File: config.mk
export PLATFORM = sky130hd
export DESIGN_NAME = emmc_cclk_gen
export DESIGN_NICKNAME = d
export VERILOG_FILES = /design/src/rtl/emmc_cclk_pkg.sv /design/src/rtl/emmc_cclk_tap.sv /design/src/rtl/emmc_cclk_gen.sv
export SDC_FILE = /design/constraint.sdc
export NUM_CORES = 1
export LEC_CHECK = 0
export ABC_AREA = 1
export BUFFER_PORTS_ARGS = -buffer_cell sky130_fd_sc_hd__buf_2
export CORE_ASPECT_RATIO = 1.2
export CORE_MARGIN = 3
export CORE_UTILIZATION = 45
export CTS_CLUSTER_DIAMETER = 40
export DETAILED_ROUTE_END_ITERATION = 6
export PLACE_DENSITY_LB_ADDON = 0.08
export REMOVE_ABC_BUFFERS = 1
export SYNTH_ARGS = -nofsm -noshare
export SYNTH_HDL_FRONTEND = slang
export SYNTH_HIERARCHICAL = 1
export SYNTH_SLANG_ARGS = --single-unit
File: constraint.sdc
create_clock -name ext_clk -period 2.4 [get_ports ext_clk]
set_input_delay 0.12 -clock ext_clk [delete_from_list [all_inputs] [get_ports ext_clk]]
set_output_delay 0.12 -clock ext_clk [all_outputs]
set_load 0.05 [all_outputs]
File: src/rtl/emmc_cclk_pkg.sv
// emmc_cclk_pkg: shared FSM encoding and reset-synchroniser depth for the eMMC card-clock generator.
package emmc_cclk_pkg;

    typedef enum logic [1:0] {
        CCLK_OFF   = 2'd0,
        CCLK_CFG   = 2'd1,
        CCLK_ON    = 2'd2,
        CCLK_DRAIN = 2'd3
    } cclk_state_e;

    localparam int unsigned RST_SYNC_DEPTH = 4;

    // Divider and delay line run only while the clock is up or draining.
    function automatic logic clk_running(input cclk_state_e s);
        return (s == CCLK_ON) || (s == CCLK_DRAIN);
    endfunction

endpackage

File: src/rtl/emmc_cclk_tap.sv
// emmc_cclk_tap: per-output enable and gating register; lets a started high pulse finish, never starts a new one while draining.
module emmc_cclk_tap
    import emmc_cclk_pkg::*;
(
    input  logic        ext_clk,
    input  logic        rst_n,
    input  cclk_state_e state_i,
    input  logic        tap_i,
    output logic        en_o,
    output logic        out_o
);

    logic en_q, en_d;
    logic out_q, out_d;

    always_comb begin
        en_d = 1'b0;
        case (state_i)
            CCLK_ON:    en_d = 1'b1;
            // Stay enabled only while a pulse is in flight: output high and tap still high.
            CCLK_DRAIN: en_d = en_q && out_q && tap_i;
            default:    en_d = 1'b0;
        endcase
        out_d = tap_i & en_d;
    end

    always_ff @(posedge ext_clk or negedge rst_n) begin
        if (!rst_n) begin
            en_q  <= 1'b0;
            out_q <= 1'b0;
        end else begin
            en_q  <= en_d;
            out_q <= out_d;
        end
    end

    assign en_o  = en_q;
    assign out_o = out_q;

endmodule

File: src/rtl/emmc_cclk_gen.sv
// emmc_cclk_gen: programmable even-ratio card-clock divider with NUM_PH phase-delayed, glitch-free gated copies.
// Define EMMC_CCLK_UPDATE_EN to allow live re-capture of div_ctrl/phase_ctrl through cfg_update/cfg_ack.
module emmc_cclk_gen
    import emmc_cclk_pkg::*;
#(
    parameter int unsigned DIV_W  = 8,
    parameter int unsigned PH_W   = 5,
    parameter int unsigned NUM_PH = 2
) (
    input  logic                   ext_clk,
    input  logic                   rst_n,
    input  logic                   clk_enable,
    input  logic [DIV_W-1:0]       div_ctrl,
    input  logic [NUM_PH*PH_W-1:0] phase_ctrl,
    input  logic                   cfg_update,
    output logic                   cfg_ack,
    output logic                   clk_ready,
    output logic                   cclk_out,
    output logic [NUM_PH-1:0]      cclk_ph_out
);

    localparam int unsigned DEPTH = 2 ** PH_W;

    logic [RST_SYNC_DEPTH-1:0] rst_sync_q;
    logic                      rst_int_n;
    logic [1:0]                en_sync_q;
    logic                      en_s;

    cclk_state_e               state_q, state_d;
    logic [DIV_W-1:0]          cnt_q, cnt_d;
    logic                      div_q, div_d;
    logic [DIV_W-1:0]          div_cfg_q, div_cfg_d;
    logic [NUM_PH*PH_W-1:0]    ph_cfg_q, ph_cfg_d;
    logic [DEPTH-1:0]          dly_q, dly_d;

    logic [NUM_PH:0]           tap_sel;
    logic [NUM_PH:0]           tap_en;
    logic [NUM_PH:0]           tap_out;
    logic                      upd_acc;
    logic                      upd_pend;

    // Reset asserts asynchronously, releases after RST_SYNC_DEPTH clean edges.
    always_ff @(posedge ext_clk or negedge rst_n) begin
        if (!rst_n) begin
            rst_sync_q <= '0;
        end else begin
            rst_sync_q <= {rst_sync_q[RST_SYNC_DEPTH-2:0], 1'b1};
        end
    end

    assign rst_int_n = rst_sync_q[RST_SYNC_DEPTH-1];

    always_ff @(posedge ext_clk or negedge rst_int_n) begin
        if (!rst_int_n) begin
            en_sync_q <= '0;
        end else begin
            en_sync_q <= {en_sync_q[0], clk_enable};
        end
    end

    assign en_s = en_sync_q[1];

`ifdef EMMC_CCLK_UPDATE_EN
    logic pend_q, pend_d;
    logic ack_q, ack_d;

    // A clk_enable fall in the same cycle wins: the update is dropped.
    assign upd_acc = (state_q == CCLK_ON) && en_s && cfg_update;

    always_comb begin
        pend_d = pend_q;
        ack_d  = 1'b0;
        if (state_q == CCLK_CFG) begin
            ack_d  = pend_q;
            pend_d = 1'b0;
        end else if (upd_acc) begin
            pend_d = 1'b1;
        end
    end

    always_ff @(posedge ext_clk or negedge rst_int_n) begin
        if (!rst_int_n) begin
            pend_q <= 1'b0;
            ack_q  <= 1'b0;
        end else begin
            pend_q <= pend_d;
            ack_q  <= ack_d;
        end
    end

    assign upd_pend = pend_q;
    assign cfg_ack  = ack_q;
`else
    // cfg_update stays on the port list so both builds share one footprint.
    assign upd_acc  = cfg_update & 1'b0;
    assign upd_pend = 1'b0;
    assign cfg_ack  = 1'b0;
`endif

    always_comb begin
        state_d = state_q;
        case (state_q)
            CCLK_OFF:   if (en_s) state_d = CCLK_CFG;
            CCLK_CFG:   state_d = CCLK_ON;
            CCLK_ON:    if (!en_s || upd_acc) state_d = CCLK_DRAIN;
            CCLK_DRAIN: if (tap_en == '0) state_d = upd_pend ? CCLK_CFG : CCLK_OFF;
            default:    state_d = CCLK_OFF;
        endcase
    end

    always_comb begin
        div_cfg_d = div_cfg_q;
        ph_cfg_d  = ph_cfg_q;
        if (state_q == CCLK_CFG) begin
            div_cfg_d = div_ctrl;
            ph_cfg_d  = phase_ctrl;
        end
    end

    always_comb begin
        cnt_d = '0;
        div_d = 1'b0;
        dly_d = '0;
        if (clk_running(state_q)) begin
            dly_d = {dly_q[DEPTH-2:0], div_q};
            if (cnt_q == div_cfg_q) begin
                cnt_d = '0;
                div_d = ~div_q;
            end else begin
                cnt_d = cnt_q + DIV_W'(1);
                div_d = div_q;
            end
        end
    end

    always_ff @(posedge ext_clk or negedge rst_int_n) begin
        if (!rst_int_n) begin
            state_q   <= CCLK_OFF;
            cnt_q     <= '0;
            div_q     <= 1'b0;
            div_cfg_q <= '0;
            ph_cfg_q  <= '0;
            dly_q     <= '0;
        end else begin
            state_q   <= state_d;
            cnt_q     <= cnt_d;
            div_q     <= div_d;
            div_cfg_q <= div_cfg_d;
            ph_cfg_q  <= ph_cfg_d;
            dly_q     <= dly_d;
        end
    end

    assign tap_sel[0] = dly_q[0];

    for (genvar p = 0; p < NUM_PH; p++) begin : g_phase
        assign tap_sel[p+1] = dly_q[ph_cfg_q[p*PH_W +: PH_W]];
    end

    for (genvar g = 0; g <= NUM_PH; g++) begin : g_tap
        emmc_cclk_tap u_tap (
            .ext_clk (ext_clk),
            .rst_n   (rst_int_n),
            .state_i (state_q),
            .tap_i   (tap_sel[g]),
            .en_o    (tap_en[g]),
            .out_o   (tap_out[g])
        );
    end

    assign clk_ready   = clk_running(state_q);
    assign cclk_out    = tap_out[0];
    assign cclk_ph_out = tap_out[NUM_PH:1];

endmodule

== After elaboration in Yosys (flattened, before gate mapping) ==
Index checks and enable logic that the tools add are counted.

* Bits in registers: 73
* Bits in latches: 0
* Memory bits (writable): 0
* Memory bits (read-only): 0
* Bits of input ports: 22
* Output and inout bits: 5
* Memories: 0

* Add/subtract/negate cells: 1
* Multiply operators: 0
* Div/mod/pow operators: 0
* Order comparisons: 2
* Equality and inequality tests: 8
* Shifts and indexed selects: 0
* Multiplexer cells: 16
* Bitwise operators: 4
* Reduce and logical (&&, ||, !) cells: 10

{| class="wikitable"
|+ Operators with widths
! operator !! number
|-
| 32-bit 2-to-1 mux || 1
|-
| 8-bit 2-to-1 mux || 2
|-
| 5-bit by 6-bit less-than comparator with 1-bit output (second input constant) || 2
|-
| 1-bit binary-select mux with 5-bit select || 2
|-
| 8-bit by 1-bit adder with 8-bit output (second input constant) || 1
|-
| 8-bit == test || 1
|-
| 2-bit case mux with 4 select lines || 1
|-
| 1-bit logical AND || 6
|-
| 2-bit 2-to-1 mux || 3
|-
| 2-bit inequality test (second input constant) || 3
|-
| 1-bit case mux with 2 select lines || 3
|-
| 2-bit == test (second input constant) || 2
|-
| 1-bit 2-to-1 mux || 4
|-
| 1-bit bitwise AND || 3
|-
| 3-bit zero test || 1
|-
| 3-bit AND reduction || 1
|-
| 2-bit by 1-bit == test with 1-bit output (second input constant) || 1
|-
| 2-bit zero test || 1
|-
| 2-bit by 1-bit inequality test with 1-bit output (second input constant) || 1
|-
| 1-bit logical OR || 1
|-
| 1-bit NOT || 1
|}

== Logic depth before layout (Yosys ltp) ==
Gate-level depths: netlist of the first run.

* Depth in word-level cells: 5
* Gate-level depth with buffers: 15
* Depth with buffers taken out: 13

== Hierarchy ==
The synthesis of the first run kept the hierarchy.

{| class="wikitable"
|+ By module, submodules not included
! module !! times used !! cells an instance !! area each (µm²)
|-
| emmc_cclk_gen || 1 || 409 || 3234.4
|-
| emmc_cclk_tap || 3 || 8 || 78.8
|}

== Worst setup path before layout of the first run ==
OpenSTA, ideal clock, no wires.

* Kind: register -> register
* Start point: reg state_q[0]
* End point: reg cnt_q[7]
* Arrival time: 1.488 ns
* Data required time: 2.279 ns
* Setup slack: 0.791 ns
* Stages on the path, launching flop included: 7
* Path buffers: 0
* Period minus slack after synthesis: 1.609 ns
* Cells stage by stage: dfrtp_1 inv_1 ha_1 nor2_1 inv_1 nand2_2 nor2_1

* Word-level cells in the longest chain between the ends: 3
* Elaborated cells on any way between the ends: 4
* Those cells by class: eq/ne (2); mux (1); reduce/logical (1)

{| class="wikitable"
|+ Ends and longest elaborated chain
! element !! line !! source
|-
| from (decl) || emmc_cclk_gen.sv:29 || <nowiki>cclk_state_e state_q, state_d;</nowiki>
|-
| from (signal assigned) || emmc_cclk_gen.sv:145 || <nowiki>state_q <= state_d;</nowiki>
|-
| 2-bit == test || n/a ||
|-
| 1-bit logical OR (*) || n/a ||
|-
| net clk_ready || emmc_cclk_gen.sv:17 || <nowiki>output logic clk_ready,</nowiki>
|-
| 8-bit 2-to-1 mux (*) || emmc_cclk_gen.sv:124 || <nowiki>if (clk_running(state_q)) begin</nowiki>
|-
| net cnt_d[7] || emmc_cclk_gen.sv:30 || <nowiki>logic [DIV_W-1:0] cnt_q, cnt_d;</nowiki>
|-
| to (signal assigned) || emmc_cclk_gen.sv:146 || <nowiki>cnt_q <= cnt_d;</nowiki>
|-
| to (decl) || emmc_cclk_gen.sv:30 ||
|}

The timed path passes the listed nets; every way through them passes the cells marked *.
A chain may end at the register's enable or synchronous reset.

== Worst setup path after layout of the first run ==
* Start point: reg state_q[0]
* End point: out clk_ready

* Word-level cells in the longest chain between the ends: 2
* Elaborated cells on any way between the ends: 3
* Those cells by class: eq/ne (2); reduce/logical (1)

{| class="wikitable"
|+ Ends and longest elaborated chain
! element !! line !! source
|-
| 2-bit == test || emmc_cclk_pkg.sv:15 || <nowiki>return (s == CCLK_ON) || (s == CCLK_DRAIN);</nowiki>
|-
| 1-bit logical OR (*) || emmc_cclk_pkg.sv:15 ||
|-
| to (decl) || emmc_cclk_gen.sv:17 ||
|}

Every way passes the cells marked *; elsewhere a longest branch is shown, timed or not.

==> tab_implementation.tex, run 1 <==
\begin{tabular}{lr}
\hline
Metric & Value \\
\hline
\multicolumn{2}{l}{\textbf{Die}} \\
\quad Die ar. & between 8000 and 9000 um2 \\
\quad Width of the die & around 86 um \\
\quad Starting utilization of the core area & a little under half \\
\quad Site row count & 34 \\
\quad I/O pin total & 27 \\
\quad Die Span Y & 102 um \\
\quad Area of the core & roughly 7400 um2 \\
\multicolumn{2}{l}{\textbf{CTS}} \\
\quad Latest clock arrival within the worst-skew pair & 350 ps \\
\quad Buffer cell driving the clock tree root & clkbuf\_8 \\
\quad Buffer depth of the longest clock path & 2 \\
\quad Post-cts resize count & 0 \\
\quad CTS tree & yes \\
\quad Clock input transition at the sequential cells of the worst setup and hold paths & about 80 ps \\
\quad Total clock sinks & between 70 and 80 \\
\quad H-tree Lvls & 3 \\
\quad Post-CTS Repair Setup Buffers & 0 \\
\quad Num CTS Buffers & 9 \\
\multicolumn{2}{l}{\textbf{Yosys}} \\
\quad Synthesized instance count & between 400 and 500 \\
\quad Number of warnings printed during yosys synthesis & 6 \\
\quad Sequential-to-total area share from yosys stat & 52.6\% \\
\quad Post-synthesis cell area & between 3000 and 4000 um2 \\
\quad Mean cell area of the mapped netlist & between 8 and 9 um2 \\
\quad Number of different library cells in the post-synthesis netlist & 25 \\
\quad Number of storage elements in the synthesis netlist & 73 \\
\multicolumn{2}{l}{\textbf{Detailed routing}} \\
\quad Number of DRC violations after detailed routing & 0 \\
\quad Final wirelength & around 7.1 mm \\
\quad Number of nets with antenna violations after detailed routing & 0 \\
\quad Vias/cell & 4.78 \\
\quad Mean routed wirelength per cell & 12.5 um \\
\quad Detailed-route via count & approximately 2,700 \\
\quad Number of iterations in the first detailed-routing pass & 6 \\
\quad Violation count after the first detailed-route iteration & about 110 \\
\multicolumn{2}{l}{\textbf{Critical path}} \\
\quad Reg2reg path depth & 12 \\
\quad Startpoint of the worst-slack reg-to-reg timing path & ph\_cfg\_q[6] \\
\quad Kind of start point of the critical path & flop \\
\quad Arrival time reported for the critical path endpoint & about 1700 ps \\
\quad Type of the worst setup path & reg -> out \\
\quad Kind of end point of the critical path & output pin \\
\quad Critical path fanouts, max & 7 \\
\quad Required time at the endpoint of the critical path & 2280 ps \\
\quad Beginning of the critical path & state\_q[0] \\
\multicolumn{2}{l}{\textbf{GRT}} \\
\quad First-pass GRT wire length & approximately 12 mm \\
\quad Total grt overflow & 0 \\
\quad Via count of the first global-routing pass & roughly 2,700 \\
\quad Total track usage & between 10\% and 20\% \\
\quad Initial antenna violation count & 0 \\
\quad Pin count of the biggest net entering global routing & between 40 and 50 \\
\multicolumn{2}{l}{\textbf{Finish}} \\
\quad Share of final-layout standard cells stronger than drive strength 1 & 13.1\% \\
\quad Leading cell types in the layout, fill and taps excluded & nand2\_1 (129), dfrtp\_1 (72), inv\_1 (60) \\
\quad Fill cells & about 700 \\
\quad Final std cells w/o fill & between 500 and 600 \\
\quad Flip-flop and latch area & 1830 um2 \\
\quad Multi-input logic area & around 1300 um2 \\
\quad Most common cell after layout, fill and taps aside & nand2\_1 \\
\quad Number of nets in the finished design & between 500 and 600 \\
\quad Number of diodes & 0 \\
\quad Synthesis-to-finish area growth & 16.2\% \\
\multicolumn{2}{l}{\textbf{Power and ir drop}} \\
\quad Leakage component of the power & 1.93 nW \\
\quad Highest ir drop seen on vdd & approximately 0.48 mV \\
\quad PD cells & between 1000 and 1500 nW/um2 \\
\multicolumn{2}{l}{\textbf{STA}} \\
\quad Measured slew at the worst slew-check pin & about 620 ps \\
\quad Slew Limit Headroom & around 59\% \\
\quad Clock Skews & just under 9 ps \\
\quad Final Hold Violating Endpoints & 0 \\
\quad Final worst path period need & $\sim$1800 ps \\
\quad Unrepaired setup endpoints after global routing & false \\
\quad Fmax & $\sim$550 MHz \\
\quad Setup-failing EPs final & 0 \\
\quad Worst-case setup margin in the final layout & 595 ps \\
\quad Share of the cycle needed by the critical path after routing & around three quarters \\
\quad Number of max-slew violations in the final report & 0 \\
\quad Sum of negative setup slack & 0 ps \\
\multicolumn{2}{l}{\textbf{Status}} \\
\quad Status & finished clean \\
\multicolumn{2}{l}{\textbf{Min path}} \\
\quad Number of stages on the worst hold path & 3 \\
\quad Class of the tightest hold or removal check & in -> reg \\
\quad Min-Delay Startpoint & phase\_ctrl[3] \\
\multicolumn{2}{l}{\textbf{Run}} \\
\quad Max capacitance violation total & 0 \\
\multicolumn{2}{l}{\textbf{Place}} \\
\quad Placed cells & between 500 and 600 \\
\quad Global placer's final weighted congestion & between 0.8 and 0.9 \\
\quad Number of port buffers & 24 \\
\quad DP HPWL & between 4 and 5 mm \\
\quad Post-placement setup slack & around 700 ps \\
\hline
\end{tabular}
## what timing repair did
| item | CTS | global route |
|---|---|---|
| hold buffers | 18 | 0 |
| endpoints found under the hold margin | 21 | 0 |
| endpoints found under the setup margin | 0 | 0 |
## synthesized netlist by cell type
cell / number / area share (%)
clkbuf_1: 3 / 0.32
buf_4: 1 / 0.22
mux2i_1: 1 / 0.29
xnor2_1: 3 / 0.76
nand2_2: 5 / 0.90
nor2_1: 46 / 5.0
inv_8: 1 / 0.32
nor2_2: 4 / 0.72
inv_1: 60 / 6.5
a21oi_1: 1 / 0.14
nand3_1: 57 / 8.2
dfrtp_1: 73 / 53
nand2_1: 129 / 14
o21ai_1: 1 / 0.14
o21ai_0: 17 / 2.5
nand4_1: 3 / 0.54
conb_1: 2 / 0.22
mux2_2: 2 / 0.65
xor2_1: 3 / 0.76
inv_2: 2 / 0.22
buf_6: 6 / 1.9
inv_6: 1 / 0.25
ha_1: 5 / 1.8
buf_2: 6 / 0.87
o31ai_1: 1 / 0.22
## per-stage QoR
| step | hold slack (ps) | total power [mW] | cell area [um2] | utilization (%) |
|---|---|---|---|---|
| global route | 53.0 | 4.73 | 4030 | 54.8 |
| floorplan | -176 | 2.86 | 3350 | - |
| global placement | -73.5 | 3.37 | 3650 | 49.6 |
| CTS | 14.4 | 4.44 | 4030 | 54.8 |
| finish | 15.1 | 4.37 | 4030 | 54.8 |
| detailed placement | -69.9 | 3.41 | 3650 | 49.6 |
## worst paths after layout
kind                            slack, ps                    to
worst min-delay path                   20           ph_cfg_q[3]
worst max register to register        700  g_tap[2].u_tap/out_o
max in group asynchronous            1470              dly_q[1]
worst max-delay path                  590             clk_ready
worst min register to register        290           ph_cfg_q[0]
min in group asynchronous              90         rst_sync_q[0]
## critical path, stage by stage (launching register included)
cell	delay (ps)
dfrtp_1	470
inv_1	100
ha_1	250
nor2_2	160
inv_1	120
buf_2	230
## kinds of logic after synthesis
| logic type | Yosys count | share of synthesized area, % |
|---|---|---|
| AOI/OAI and AO/OA | 20 | 2.96 |
| xor gates and xnor gates | 6 | 1.51 |
| adders and majority gates | 5 | 1.80 |
| buffers and inverters | 80 | 10.6 |
| DFF | 73 | 52.6 |
| muxes | 3 | 0.937 |
| other | 2 | 0.216 |
| and+or+nand+nor | 244 | 29.3 |
## power by group
group	internal [mW]	switching [mW]
Sequential	1.47	0.262
Combinational	0.537	1.11
Clock	0.512	0.482
Total	2.52	1.85
## metal layers
metal	wire length, um	up-vias	global-route usage [%]
met5	0	-	0
li1	-	1407	-
met3	212	16	2.74
met4	204	0	10.1
met2	3510	47	30.3
met1	3210	1261	22.4
## flip-flops by register name (all words and copies together), names as in the netlist
register           count
cnt_q                  8
state_q                2
div_cfg_q              8
div_q                  1
ph_cfg_q              10
rst_sync_q             4
g_tap.u_tap/out_o      3
dly_q                 32
g_tap.u_tap/en_o       3
en_sync_q              2
## layout make-up
class / instances / share of cell area (%)
timing repair buffer: 48 / 8.88
multi-input combinational: 280 / 31.7
tap: 90 / 2.79
sequential: 73 / 45.3
clock buffer: 10 / 3.41
inverter: 64 / 6.27
clock inverter: 6 / 1.61
No activity file was read; power rests on OpenSTA's default activity.
==> inputs of run 2 (changes only) <==
==> constraint.sdc (replaced) <==
create_clock -name ext_clk -period 1.72 [get_ports ext_clk]
set_input_delay 0.086 -clock ext_clk [delete_from_list [all_inputs] [get_ports ext_clk]]
set_output_delay 0.086 -clock ext_clk [all_outputs]
set_load 0.05 [all_outputs]
==> tab_implementation.tex, run 2 (synthesized netlist as in run 1, its figures left out) <==
\begin{tabular}{lr}
\hline
Metric & Value \\
\hline
\multicolumn{2}{l}{\textbf{Status}} \\
\quad Status & finished clean \\
\multicolumn{2}{l}{\textbf{GRT}} \\
\quad Met2 global-route usage & a little under a third \\
\quad Via count of the first global-routing pass & 2,803 \\
\quad Grt peak-use layer & met2 \\
\quad Initial antenna violation count & 0 \\
\quad Pin count of the biggest net entering global routing & 70 \\
\quad First-pass GRT wire length & about 13 mm \\
\quad Total track usage & a little under a fifth \\
\quad Met3 GRT Util & 4.92\% \\
\quad M1 GR Usage & around 23\% \\
\quad Total grt overflow & 0 \\
\multicolumn{2}{l}{\textbf{Detailed routing}} \\
\quad Number of nets with antenna violations after detailed routing & 0 \\
\quad Violation count after the first detailed-route iteration & $\sim$160 \\
\quad Number of iterations in the first detailed-routing pass & 4 \\
\quad Mean routed wirelength per cell & 12.6 um \\
\quad Detailed-route via count & 2,750 \\
\quad Vias/cell & between 4 and 5 \\
\quad Number of DRC violations after detailed routing & 0 \\
\quad Final wirelength & approximately 7.3 mm \\
\multicolumn{2}{l}{\textbf{Finish}} \\
\quad Max FFs per register & 32 \\
\quad Final std cells w/o fill & 580 \\
\quad Largest registers & dly\_q (32), ph\_cfg\_q (10) \\
\quad Final std cell area, no fill & roughly 4100 um2 \\
\quad Share of final-layout standard cells stronger than drive strength 1 & 15.3\% \\
\quad Leading cell types in the layout, fill and taps excluded & nand2\_1 (128), dfrtp\_1 (68), inv\_1 (59) \\
\quad Synthesis-to-finish area growth & 18.2\% \\
\quad Most common cell after layout, fill and taps aside & nand2\_1 \\
\quad Flip-flop and latch area & 1830 um2 \\
\quad Fill cells & just over 700 \\
\quad Number of nets in the finished design & slightly above 500 \\
\quad Largest register by flop count & dly\_q \\
\quad Number of diodes & 0 \\
\quad Multi-input logic area & 1280 um2 \\
\multicolumn{2}{l}{\textbf{STA}} \\
\quad Final Hold Violating Endpoints & 0 \\
\quad Unrepaired setup endpoints after global routing & false \\
\quad Fmax & $\sim$630 MHz \\
\quad Number of max-slew violations in the final report & 0 \\
\quad Share of the cycle needed by the critical path after routing & roughly nine tenths \\
\quad Clock Skews & 11.8 ps \\
\quad Setup-failing EPs final & 0 \\
\quad Final worst path period need & between 1500 and 2000 ps \\
\quad Sum of negative setup slack & 0 ps \\
\multicolumn{2}{l}{\textbf{Critical path}} \\
\quad Type of the worst setup path & reg -> out \\
\quad Arrival time reported for the critical path endpoint & between 1000 and 1500 ps \\
\quad Kind of start point of the critical path & flop \\
\quad Kind of end point of the critical path & output pin \\
\quad Required time at the endpoint of the critical path & 1630 ps \\
\quad Critical path fanouts, max & 6 \\
\multicolumn{2}{l}{\textbf{Die}} \\
\quad Width of the die & around 86 um \\
\quad Die Span Y & 102 um \\
\quad Area of the core & $\sim$7400 um2 \\
\quad Starting utilization of the core area & 47.2\% \\
\quad Die ar. & between 8000 and 9000 um2 \\
\quad Site row count & 34 \\
\quad I/O pin total & 27 \\
\multicolumn{2}{l}{\textbf{Place}} \\
\quad DP HPWL & 4.93 mm \\
\quad Placed cells & 542 \\
\quad Instance area after placement & 3700 um2 \\
\quad Global placer's final weighted congestion & 0.799 \\
\quad Number of port buffers & 24 \\
\multicolumn{2}{l}{\textbf{Power and ir drop}} \\
\quad Clock network fraction of total power & around 19\% \\
\quad Leakage component of the power & approximately 2 nW \\
\quad PD cells & $\sim$1500 nW/um2 \\
\quad Comb power frac & roughly two fifths \\
\quad Net switching power & approximately 2.6 mW \\
\quad Sequential fraction of design power & $\sim$40\% \\
\quad Switching Fraction & 42.7\% \\
\quad Highest ir drop seen on vdd & roughly 0.9 mV \\
\quad Pint & $\sim$3.5 mW \\
\multicolumn{2}{l}{\textbf{CTS}} \\
\quad Total clock sinks & 73 \\
\quad CTS tree & yes \\
\quad Buffer depth of the longest clock path & 2 \\
\quad Buffer cell driving the clock tree root & clkbuf\_8 \\
\quad Latest clock arrival within the worst-skew pair & 340 ps \\
\quad Num CTS Buffers & 9 \\
\quad Clock input transition at the sequential cells of the worst setup and hold paths & roughly 80 ps \\
\quad H-tree Lvls & 3 \\
\multicolumn{2}{l}{\textbf{Run}} \\
\quad Max capacitance violation total & 0 \\
\multicolumn{2}{l}{\textbf{Min path}} \\
\quad Class of the tightest hold or removal check & in -> async \\
\hline
\end{tabular}
-- run 2: changes by cell type in the layout (fill, tap and decap cells not counted), sizes merged --
cell / change
bufinv: -1
clkinvlp: +3
clkinv: -1
buf: +7
inv: -1
dlygate4sd3: +2
-- run 2: through the flow --
step	hold WS (ps)	setup WS (ps)	power, mW	util, %
2_1_floorplan	-210	-1150	3.99	-
3_3_place_gp	-108	129	4.83	50.3
3_5_place_dp	-105	101	4.87	50.3
4_1_cts	49.4	9.43	6.18	55.6
5_1_grt	72.9	8.06	6.67	55.8
6_report	66.6	144	6.14	55.8
-- run 2: final timing paths --
check | startpoint | to | slack (ps) | cells after the start
hold / removal | rst_n | rst_sync_q[1] | 70 | 2
hold reg to reg | rst_sync_q[3] | dly_q[30] | 280 | 1
max in group asynchronous | rst_sync_q[3] | state_q[1] | 1110 | 1
min in group ext_clk | en_sync_q[0] | en_sync_q[1] | 360 | 0
setup reg to reg | ph_cfg_q[5] | g_tap[2].u_tap/en_o | 170 | 13
setup / recovery | state_q[1] | clk_ready | 140 | 4
-- run 2: power by group through the flow --
stage	logic [mW]	registers, mW	clock network [mW]
2_1_floorplan	1.49	2.50	0
3_5_place_dp	2.45	2.42	0
5_1_grt	2.92	2.44	1.31
6_report	2.57	2.39	1.18
3_3_place_gp	2.41	2.42	0
4_1_cts	2.56	2.38	1.23
-- run 2: layout make-up --
| cell class | count | area share, % |
|---|---|---|
| well taps | 90 | 2.74 |
| multi-input cells | 280 | 31.3 |
| clock inverters | 6 | 1.07 |
| clock buffers | 10 | 3.11 |
| flip-flops and latches | 73 | 44.7 |
| repair buffers | 57 | 10.9 |
| inverters | 64 | 6.16 |
-- run 2: critical path, stage by stage, from the launching register on --
cell	delay (ps)
dfrtp_2	470
ha_1	250
nor2_4	180
inv_2	90
buf_6	160
-- run 2: routing by layer --
layer  share of wire, %  vias to the layer above  wire [um]
met4                1.7                        0        127
met1                 45                     1281       3290
li1                   -                     1419          -
met5                  0                        -          0
met3                2.8                       11        204
met2                 50                       39       3670
-- run 2: what timing repair did --
action | in CTS | in global routing
setup endpoints to repair | 1 | 5
gates resized for setup | 3 | 6
endpoints found under the hold margin | 23 | 0
buffers inserted | 2 | 0
hold buffers | 20 | 0
